<file path="src/rtl/uart_rx_8_to_64.sv">
// rtl/uart_rx_8_to_64.sv - 8N1 UART receiver packing eight bytes into a 64-bit word
module uart_rx_8_to_64 #(
    parameter int CLK_FREQ     = 50_000_000,
    parameter int BAUD         = 115200,
    parameter int IDLE_TIMEOUT = 100_000
) (
    input  logic        clk,
    input  logic        rst,
    input  logic        uart_rxd,
    output logic [63:0] data_64,
    output logic        data_valid,
    output logic        frame_err,
    output logic        busy
);
    localparam int BAUD_DIV = CLK_FREQ / BAUD;
    localparam int BW = $clog2(BAUD_DIV);
    localparam int TW = $clog2(IDLE_TIMEOUT + 1);
    localparam logic [BW-1:0] HALF_END = BW'(BAUD_DIV / 2 - 1);
    localparam logic [BW-1:0] BIT_END  = BW'(BAUD_DIV - 1);
    localparam logic [TW-1:0] TO_END   = TW'(IDLE_TIMEOUT - 1);

    typedef enum logic [1:0] {IDLE, START, DATA, STOP} state_t;

    state_t         state;
    logic           sync1, sync2, sync3;
    logic [BW-1:0]  baud_cnt;
    logic [2:0]     bit_cnt;
    logic [2:0]     byte_idx;
    logic [TW-1:0]  to_cnt;
    logic [7:0]     shift;
    logic [63:0]    staging;
    logic           start_det;

    assign start_det = sync3 & ~sync2;
    assign busy      = (state != IDLE) || (byte_idx != 3'd0);

    always_ff @(posedge clk) begin
        if (rst) begin
            sync1      <= 1'b1;
            sync2      <= 1'b1;
            sync3      <= 1'b1;
            state      <= IDLE;
            baud_cnt   <= '0;
            bit_cnt    <= '0;
            byte_idx   <= '0;
            to_cnt     <= '0;
            shift      <= '0;
            staging    <= '0;
            data_64    <= '0;
            data_valid <= 1'b0;
            frame_err  <= 1'b0;
        end else begin
            sync1      <= uart_rxd;
            sync2      <= sync1;
            sync3      <= sync2;
            data_valid <= 1'b0;
            frame_err  <= 1'b0;
            case (state)
                IDLE: begin
                    baud_cnt <= '0;
                    if (start_det) begin
                        state  <= START;
                        to_cnt <= '0;
                    end else if (byte_idx == 3'd0) begin
                        to_cnt <= '0;
                    end else if (to_cnt == TO_END) begin
                        // Stale partial word: drop it silently
                        to_cnt   <= '0;
                        byte_idx <= '0;
                    end else begin
                        to_cnt <= to_cnt + 1'b1;
                    end
                end
                START: begin
                    if (baud_cnt == HALF_END) begin
                        baud_cnt <= '0;
                        bit_cnt  <= '0;
                        state    <= sync2 ? IDLE : DATA;
                    end else begin
                        baud_cnt <= baud_cnt + 1'b1;
                    end
                end
                DATA: begin
                    if (baud_cnt == BIT_END) begin
                        baud_cnt <= '0;
                        shift    <= {sync2, shift[7:1]};
                        bit_cnt  <= bit_cnt + 1'b1;
                        if (bit_cnt == 3'd7) state <= STOP;
                    end else begin
                        baud_cnt <= baud_cnt + 1'b1;
                    end
                end
                STOP: begin
                    if (baud_cnt == BIT_END) begin
                        baud_cnt <= '0;
                        state    <= IDLE;
                        if (sync2) begin
                            // {~idx,3'b111} == 63 - 8*idx, top byte of this slot
                            staging[{~byte_idx, 3'b111} -: 8] <= shift;
                            if (byte_idx == 3'd7) begin
                                data_64    <= {staging[63:8], shift};
                                data_valid <= 1'b1;
                                byte_idx   <= '0;
                            end else begin
                                byte_idx <= byte_idx + 1'b1;
                            end
                        end else begin
                            frame_err <= 1'b1;
                            byte_idx  <= '0;
                        end
                    end else begin
                        baud_cnt <= baud_cnt + 1'b1;
                    end
                end
                default: state <= IDLE;
            endcase
        end
    end
endmodule

</file>
<file path="config.mk">
export PLATFORM = sky130hd
export DESIGN_NAME = uart_rx_8_to_64
export DESIGN_NICKNAME = d
export VERILOG_FILES = /design/src/rtl/uart_rx_8_to_64.sv
export SDC_FILE = /design/constraint.sdc
export NUM_CORES = 1
export LEC_CHECK = 0
export BUFFER_PORTS_ARGS = -buffer_cell sky130_fd_sc_hd__buf_2
export CORE_MARGIN = 1
export CORE_UTILIZATION = 41
export CTS_CLUSTER_DIAMETER = 40
export DETAILED_ROUTE_END_ITERATION = 10
export SETUP_SLACK_MARGIN = 0.02
export SLEW_MARGIN = 10
export SYNTH_ARGS = -nofsm -noshare
export SYNTH_HDL_FRONTEND = slang
export SYNTH_SLANG_ARGS = --single-unit
export TNS_END_PERCENT = 100
</file>
<file path="constraint.sdc">
create_clock -name clk -period 2.1 [get_ports clk]
set_input_delay 0.21 -clock clk [delete_from_list [all_inputs] [get_ports clk]]
set_output_delay 0.21 -clock clk [all_outputs]
set_load 0.005 [all_outputs]
</file>
==> results.md <==
* Slowest stage delay, CP at 0.40 ns
* Placer Congestion at 0.815
* Largest family of logic cells by synthesized area: simple AND/OR/NAND/NOR gates
* Distinct cells, synth at 49
* Most common cell in the synthesized netlist: nand2_1
* Setup Skew at 0.00713 ns
* Setup repair after global routing missed its margin: no
* CTS Buffer Depth at 2
* Final core utilization at 51.0%
* Iter 0 DRT Violations at 283
* Post-layout nets at 874
* # rows at 45
* Leakage power at 2.87 nW
* XOR/XNOR share of the synthesized area at 1.48%
* Post-Route WL at 15.0 mm
* IO Pins at 70
* Commonest cells post-synth: nand2_1 (204), dfxtp_1 (167), a21oi_1 (97), nand3_1 (71), o21ai_0 (46)
* Outcome: finished, final reports clean
* CP cell instances: ha_1 -> nand4bb_4 -> buf_4 -> nor4_4 -> buf_2 -> mux2i_1 -> nor2_1
* Detail Placement HPWL at 10.4 mm
* Yosys warns at 0
* Worst-path clk slew at 0.06 ns
* Final Hold Vio Count at 0
* Clk sinks at 167
* Worst hold stages at 2
* Adder-Cell Fraction of Synth Area at 2.31%
* Clock latency on the worst-skew pair at 0.42 ns
* Pre-antenna DRT Iters at 5
* Maximum number of pins on one net before global-route repair at 48
* Via Count at 5482
* Hold slack at 0.171 ns
* Max VDD drop at 0.587 mV
* Ant diodes at 0
* Worst-margin pin slew at 0.517 ns
* Max-Slew Margin vs Limit at 65.4%
* Post-Synthesis Cells at 790
* Sequential share of the synthesized area at 51.5%
* R2R Path Start: baud_cnt[0]$_SDFF_PP0_
* GRT overflow at 0
* H-tree depth at 4
* Tcrit/Tclk final at 91.5%
* EDFF count, synth at 0
* Port Buffers at 69
* Number of synthesized register bits at 167
* Cell taking the most area after synthesis: dfxtp_1
* Hold Path Origin: rst
* Synth Area in Simple Gates at 26.0%
* WS Path Type: register to register
* Multiplexer share of the synthesized area at 1.54%
* Syn avg cell area at 8.22 µm²
* Die area at 16300 µm²
* Highest-delay cell along the critical path: dfxtp_1
* Die Ht at 128 µm
* Pwr Total at 6.64 mW
* Compound-Gate Fraction of Synth Area at 12.6%
* Reg2Reg Setup Slack at 0.18 ns
* Design Area, Final at 7820 µm²
* First-pass GRT wire length at 24.7 mm
* Post-placement cell area at 7100 µm²
* Pwr/cell area at 849 nW/µm²
* Max Cap Viol at 0
* Top cell type's share of synthesized area at 51.5%
* Req. time, crit path at 2.39 ns
* Layout cells sized above 1 at 17.8%
* Synthesized Nets at 805
* Min Clock Period, post-route at 1.92 ns
* Hold WC Path Type: primary input to register
* Max-slew violation count at 0
* Tot GR Track Use at 19.3%
* Crit path max fanout at 5
* Worst reg2reg endpoint: shift[7]$_SDFFE_PP0P_
* Synth Cell Area at 6490 µm²
* Vias in the first global route at 5165
* Total CTS buffers at 17
* Crit path DAT at 2.21 ns
* Critical Path Start Type: register
* DR WL/cell at 13.9 µm
* Asr flop ratio synth at 0%
* # setup viols final at 0
* Initial Util at 42.4%
* Die Wd at 128 µm
* Synth Flop Type: dfxtp_1
* Synth top area cells: dfxtp_1 (51%), nand2_1 (12%), a21oi_1 (7.5%), nand3_1 (5.5%), o21ai_0 (3.5%)
* Antenna violations before repair at 0
* Hold EP: staging[39]$_SDFFE_PP0P_
* Synthesis-to-finish area growth at 20.4%
* Core area at 15300 µm²
* Worst R2R Path Depth at 7
* CTS tree: done
* DRC Markers at 0
* Routed vias/inst at 5.07
* FMAX at 520 MHz
* ANT nets after route at 0
* Clock Tree Root: clkbuf_16
* Setup crit end kind: register
[critical path, delay by kind of cell (launching register included)]
kind          cells  cell delay [ns]
mux               1             0.20
simple gates      3             0.52
fa+ha+maj         1             0.23
flops             1             0.40
buf+inv           2             0.45
[worst max-delay path by stage]
stage / startpoint / to / slack [ns] / depth (start not counted)
after global routing: baud_cnt[0]$_SDFF_PP0_ / byte_idx[2]$_SDFFE_PP0P_ / 0.03 / 7
after CTS: baud_cnt[0]$_SDFF_PP0_ / staging[29]$_SDFFE_PP0P_ / 0.03 / 6
after detailed placement: baud_cnt[0]$_SDFF_PP0_ / staging[29]$_SDFFE_PP0P_ / -0.01 / 6
final: baud_cnt[0]$_SDFF_PP0_ / shift[7]$_SDFFE_PP0P_ / 0.18 / 7
after floorplan: byte_idx[0]$_SDFFE_PP0P_ / to_cnt[12]$_SDFFE_PP0P_ / 0.29 / 8
after global placement: byte_idx[0]$_SDFFE_PP0P_ / to_cnt[9]$_SDFFE_PP0P_ / 0.09 / 7
[stage by stage]
stage	TNS [ns]	cells	setup WS [ns]
CTS	0	1080	0.0338
detailed placement	-0.0149	1048	-0.0102
floorplan	0	790	0.286
global placement	0	1048	0.0931
finish	0	1082	0.178
global route	0	1082	0.0275
[cell type report]
class / instances / area (µm²)
multi-input combinational: 560 / 2910
clock inverter: 12 / 200
inverter: 13 / 48.8
tap: 211 / 264
clock buffer: 19 / 443
timing repair buffer: 100 / 606
sequential: 167 / 3350
fill: 1492 / 7500
[flip-flops by register name (all words and copies together) (netlist names), named ones only]
name,count
baud_cnt,9
bit_cnt,3
byte_idx,3
data_64,64
data_valid,1
frame_err,1
shift,8
staging,56
state,1
sync1,1
sync2,1
sync3,1
to_cnt,17
[where the power goes]
group | switching, mW | total, mW | internal, mW | leakage, nW
logic | 0.0579 | 0.0753 | 0.0173 | 1.21
registers | 0.00289 | 3.17 | 3.17 | 1.35
clock network | 1.25 | 3.39 | 2.14 | 0.317
total | 1.31 | 6.64 | 5.33 | 2.87
[cell families after synthesis]
logic type,after synthesis
AO/OA/AOI/OAI,156
AND/OR/NAND/NOR,371
buffers and inverters,63
flip-flops,167
XOR/XNOR,11
multiplexers,10
adder cells (fa/ha/maj),12
[layer usage]
layer / wire length [µm] / global-route usage [%]
met1: 7280 / 24.4
met2: 7040 / 31.7
met3: 480 / 4.34
met4: 242 / 8.24
met5: 0 / 0
[timing repair]
action | 4_1_cts | 5_1_grt
setup endpoints to repair | 6 | 45
buffers inserted | 0 | 1
gates cloned | 0 | 1
hold buffers | 1 | 0
gates resized for setup | 1 | 12
endpoints found under the hold margin | 1 | 0
[placed cells by master, fill, tap and decap left out, types with 9 or more instances in the layout]
| master | count |
|---|---|
| mux2i_1 | 10 |
| nor2_1 | 31 |
| or3_1 | 9 |
| nand3_1 | 70 |
| inv_1 | 13 |
| or2_2 | 9 |
| ha_1 | 12 |
| dfxtp_1 | 165 |
| buf_4 | 28 |
| buf_2 | 69 |
| a21oi_1 | 97 |
| clkbuf_16 | 17 |
| nand2_1 | 203 |
| o21ai_0 | 46 |
Note: power is estimated with default switching activity, not from simulation.
